### config.mk
export PLATFORM = sky130hd
export DESIGN_NAME = pc_sequencer
export DESIGN_NICKNAME = d
export VERILOG_FILES = /design/src/rtl/pc_sequencer.sv
export SDC_FILE = /design/constraint.sdc
export NUM_CORES = 1
export LEC_CHECK = 0
export ABC_AREA = 1
export CAP_MARGIN = 20
export CORE_MARGIN = 2
export CORE_UTILIZATION = 32
export CTS_BUF_LIST = sky130_fd_sc_hd__clkbuf_8
export CTS_CLUSTER_DIAMETER = 30
export DETAILED_ROUTE_END_ITERATION = 16
export GPL_ROUTABILITY_DRIVEN = 1
export GPL_TIMING_DRIVEN = 0
export SLEW_MARGIN = 20
export SYNTH_ARGS = -nofsm -noshare
export SYNTH_HDL_FRONTEND = slang
export SYNTH_SLANG_ARGS = --single-unit
### constraint.sdc
create_clock -name clk -period 3.9 [get_ports clk]
set_clock_uncertainty 0.1 [all_clocks]
set_input_delay 0.39 -clock clk [delete_from_list [all_inputs] [get_ports clk]]
set_output_delay 0.39 -clock clk [all_outputs]
set_load 0.1 [all_outputs]
### src/rtl/pc_sequencer.sv
// pc_sequencer: program-counter sequencer with a circular return-address stack.
//
// Next-PC priority (highest first): stall, ret, call, jump, pcsrc, sequential.
// The return-address stack is a circular buffer. A call made while the stack
// is full overwrites the oldest entry, so the most recent RAS_DEPTH return
// addresses stay retrievable in LIFO order.
//
// Ports:
//   clk       - single clock, rising edge
//   reset     - synchronous, active-high reset
//   stall     - hold pc, stack and flags this cycle
//   pcsrc     - conditional branch taken (pcplus + signimm*2)
//   jump      - jump to zero-extended instr[JWIDTH-1:0]
//   call      - jump to target and push pcplus
//   ret       - pop the top of the stack into pc (pcplus if the stack is empty)
//   instr     - current instruction (the target field is in the low bits)
//   signimm   - sign-extended branch offset in instruction words
//   pc        - registered program counter
//   pcplus    - pc + PC_STEP (combinational)
//   ret_addr  - top-of-stack value, 0 when the stack is empty
//   ras_count - number of valid stack entries
//   ras_full  - ras_count == RAS_DEPTH
//   ras_empty - ras_count == 0
//   ras_ovf   - sticky: a call was made while the stack was full
//   ras_unf   - sticky: a ret was made while the stack was empty
module pc_sequencer #(
  parameter int DWIDTH    = 8,
  parameter int IWIDTH    = 16,
  parameter int JWIDTH    = 8,
  parameter int RAS_DEPTH = 4,
  parameter int PC_STEP   = 2
) (
  input  logic                         clk,
  input  logic                         reset,
  input  logic                         stall,
  input  logic                         pcsrc,
  input  logic                         jump,
  input  logic                         call,
  input  logic                         ret,
  input  logic [IWIDTH-1:0]            instr,
  input  logic [DWIDTH-1:0]            signimm,
  output logic [DWIDTH-1:0]            pc,
  output logic [DWIDTH-1:0]            pcplus,
  output logic [DWIDTH-1:0]            ret_addr,
  output logic [$clog2(RAS_DEPTH):0]   ras_count,
  output logic                         ras_full,
  output logic                         ras_empty,
  output logic                         ras_ovf,
  output logic                         ras_unf
);

  localparam int PW = $clog2(RAS_DEPTH);
  localparam int CW = PW + 1;

  logic [DWIDTH-1:0] ras_mem [RAS_DEPTH];
  // wr_ptr is the slot the next push writes; the top of stack sits just below.
  logic [PW-1:0]     wr_ptr;
  logic [PW-1:0]     top_idx;
  logic [CW-1:0]     count_q;

  logic              do_ret;
  logic              do_call;
  logic              do_jump;
  logic              do_branch;
  logic [DWIDTH-1:0] target;
  logic [DWIDTH-1:0] next_pc;

  assign pcplus  = pc + DWIDTH'(PC_STEP);
  assign target  = DWIDTH'(instr[JWIDTH-1:0]);
  assign top_idx = wr_ptr - PW'(1);

  // Outputs derived purely from registered state.
  assign ras_count = count_q;
  assign ras_full  = (count_q == CW'(RAS_DEPTH));
  assign ras_empty = (count_q == '0);
  assign ret_addr  = ras_empty ? '0 : ras_mem[top_idx];

  // Priority decode: each control is masked by everything above it.
  assign do_ret    = !stall && ret;
  assign do_call   = !stall && !ret && call;
  assign do_jump   = !stall && !ret && !call && jump;
  assign do_branch = !stall && !ret && !call && !jump && pcsrc;

  always_comb begin
    next_pc = pcplus;
    if (stall) begin
      next_pc = pc;
    end else if (do_ret) begin
      // An empty-stack ret falls through to the sequential address.
      next_pc = ras_empty ? pcplus : ret_addr;
    end else if (do_call || do_jump) begin
      next_pc = target;
    end else if (do_branch) begin
      next_pc = pcplus + (signimm << 1);
    end
  end

  always_ff @(posedge clk) begin
    if (reset) begin
      pc      <= '0;
      wr_ptr  <= '0;
      count_q <= '0;
      ras_ovf <= 1'b0;
      ras_unf <= 1'b0;
    end else begin
      pc <= next_pc;
      if (do_ret) begin
        if (ras_empty) begin
          ras_unf <= 1'b1;
        end else begin
          wr_ptr  <= top_idx;
          count_q <= count_q - CW'(1);
        end
      end else if (do_call) begin
        // The push always happens; when full it overwrites the oldest slot.
        wr_ptr <= wr_ptr + PW'(1);
        if (ras_full) begin
          ras_ovf <= 1'b1;
        end else begin
          count_q <= count_q + CW'(1);
        end
      end
    end
  end

  // Entry storage needs no reset: count_q == 0 hides stale contents.
  always_ff @(posedge clk) begin
    if (!reset && do_call) begin
      ras_mem[wr_ptr] <= pcplus;
    end
  end

endmodule

==> flow_metrics.py <==
metrics = {
    "setup_path": {
        "path_max_fanout": 11,
        "startpoint_type": "register",
        "critPathRequiredTime_ps": 3410,
        "path_cells": "buf_4 -> inv_6 -> buf_6 -> ha_1 -> buf_4 -> inv_2 -> nor2_1 -> o21ai_0 -> a21oi_2 -> clkdlybuf4s50_1",
        "crit_type": "register to primary output",
        "worst_path_max_delay_cell": "clkdlybuf4s50_1",
        "end_kind": "primary output",
        "cp_common_cell": "buf_4",
        "crit_arrival_ps": 3250,
        "slowest_delay_ps": 1170,
    },
    "clock_tree": {
        "cts_sinks": 47,
        "cts_setup_buffers": 0,
        "max-clock-path-buffers": 2,
        "htreeDepth": 2,
        "cts_tree": "done",
        "clk_pin_slew_ps": 90,
        "cts_root_buffer": "clkbuf_8",
        "clock_latency_ps": 300,
        "numCtsBuffers": 5,
    },
    "sta": {
        "fin_tns_setup_ps": 0,
        "period_share_pct": 96.0,
        "post-route-min-period_ps": 3740,
        "clock.fmax_mhz": 267,
        "worstMarginPinSlew_ps": 996,
        "finalSetupViolations": 0,
        "hold_viol_final": 0,
        "rsz0062_at_grt": "false",
        "relSlewSlack_pct": 33.4,
        "maxSlewViolCount": 0,
    },
    "yosys": {
        "synthTopCellsByArea": "edfxtp_1 (36%), dfxtp_1 (11%), nand2_1 (7.0%), ha_1 (5.6%), a21oi_1 (5.0%)",
        "ys_ff_latch": 47,
        "ys_warn_count": 0,
        "avgSynthCellArea_um2": 8.85,
        "syn_nets": 350,
        "synth-seq-area-share_pct": 46.7,
        "syn_area_um2": 2700,
        "post-synth-top-area-fraction_pct": 35.6,
        "yosysTopAreaCell": "edfxtp_1",
        "syn_inst": 305,
        "synth_cell_types": 40,
    },
    "cells_and_area": {
        "diodes": 0,
        "final_nets": 409,
        "drive_gt1_share_pct": 11.8,
        "areaGrowthSynthToFinish_pct": 29.3,
        "layout_common_cells": "nand2_1 (50), clkdlybuf4s50_1 (46), inv_1 (35), edfxtp_1 (32), nor2_1 (30)",
        "mostFrequentLayoutCell": "nand2_1",
        "fillerInstances": 824,
    },
    "routing": {
        "wirelength_um": 6960,
        "dr.pass1.iters": 5,
        "met2_length_um": 3260,
        "route.met3.wl_um": 308,
        "drt_iter0_markers": 103,
        "wl_per_cell_um": 14.8,
        "avgViaCountPerCell": 4.79,
        "drc": 0,
        "top_layer_used": "met4",
        "drt-met1-wl_um": 3330,
        "vias": 2251,
        "ant_nets": 0,
    },
    "outcome": {
        "outcome": "completed",
    },
    "grt": {
        "grt_pass1_vias": 2188,
        "antenna_found_initial": 0,
        "grt_max_degree": 16,
        "grt_pass1_wl_um": 11300,
        "grt_usage_pct": 16.2,
        "gr-total-overflow": 0,
    },
    "floorplanning": {
        "start_util_pct": 32.9,
        "fp.dieH_um": 95.9,
        "core_area_um2": 8220,
        "ios": 62,
        "dieWidth_um": 95.9,
        "rows": 33,
        "die_area_um2": 9190,
    },
    "pwr": {
        "finalPower_mw": 1.57,
        "power_density_nw_per_um2": 451,
        "vdd_drop_max_mv": 0.186,
        "p_leak_nw": 1.45,
    },
    "placement": {
        "port_buffers": 52,
        "routabilityCongestion": 0.838,
        "hpwl_um": 5200,
    },
    "worst_hold_path": {
        "hp-class": "register to register",
    },
    "flow_run": {
        "cap_viol_max_count": 0,
    },
}
worst max-delay path: cells and delay by family (launching register included):
kind	cells	cell delay, ps
AOI/OAI and AO/OA	2	320
adders and majority gates	1	270
buffers and inverters	6	1870
DFF	1	380
and+or+nand+nor	1	100
where the power goes:
part | internal, mW | switching [mW]
logic | 0.166 | 0.476
registers | 0.553 | 0.0161
clock network | 0.190 | 0.172
total | 0.910 | 0.664
area by class of cell:
type | count | area, µm² | share of cell area [%]
well taps | 105 | 131 | 3.76
clock inverters | 3 | 43.8 | 1.25
flip-flops and latches | 47 | 1260 | 36.1
repair buffers | 52 | 536 | 15.3
multi-input cells | 206 | 1220 | 35.0
plain buffers | 7 | 50.0 | 1.43
inverters | 45 | 180 | 5.16
clock buffers | 5 | 68.8 | 1.97
per-stage QoR:
stage	instances	util (%)	hold WS (ps)	setup WS, ps	instance area (µm²)
after floorplan	305	-	352	62.4	2710
after global routing	470	42.5	419	26.3	3490
after detailed placement	462	40.9	350	352	3360
final	470	42.5	366	156	3490
after CTS	470	42.3	373	4.68	3480
after global placement	462	40.9	350	389	3360
logic make-up after synthesis:
group	after synthesis	share of synthesized area, %
AOI/OAI and AO/OA	80	18.2
xor gates and xnor gates	4	1.30
adders and majority gates	14	7.04
buffers and inverters	52	8.53
DFF	47	46.7
and+or+nand+nor	108	18.3
sequential cells by signal (all words and copies together), names as in the netlist:
register,cells
ras_ovf,1
ras_unf,1
ras_mem,32
ras_count,3
wr_ptr,2
pc,8
final timing paths:
path	start	cells past startpoint	endpoint	slack, ps
worst min-delay path	ras_ovf$_SDFFE_PP0P_	2	ras_ovf$_SDFFE_PP0P_	370
worst max-delay path	wr_ptr[0]$_SDFFE_PP0P_	10	ret_addr[6]	160
worst max register to register	pc[1]$_SDFFE_PP0N_	9	pc[4]$_SDFFE_PP0N_	1250
worst min register to register	ras_ovf$_SDFFE_PP0P_	2	ras_ovf$_SDFFE_PP0P_	370
synthesized netlist by cell type, drive strengths merged:
master / number
a31oi: 2
clkbuf: 1
a21o: 1
nand3: 13
nor2: 35
fa: 2
o211ai: 3
xor2: 3
xnor2: 1
ha: 12
clkinv: 1
a32o: 2
edfxtp: 32
o221ai: 1
nand2: 51
dfxtp: 15
nor3: 3
buf: 6
o21ai: 34
a21oi: 31
o22a: 1
nand4: 6
o21bai: 1
inv: 44
a21boi: 1
a221oi: 2
o22ai: 1
what timing repair did:
action,CTS,global route
gates resized for setup,0,6
hold buffers,0,0
setup endpoints to repair,0,6
per-layer routing:
| layer | up-vias | GRT usage (%) |
|---|---|---|
| li1 | 1164 | - |
| met1 | 1025 | 22.7 |
| met2 | 56 | 25.8 |
| met3 | 6 | 2.82 |
| met4 | 0 | 4.64 |
| met5 | - | 0 |
Note: power is estimated with default switching activity, not from simulation.
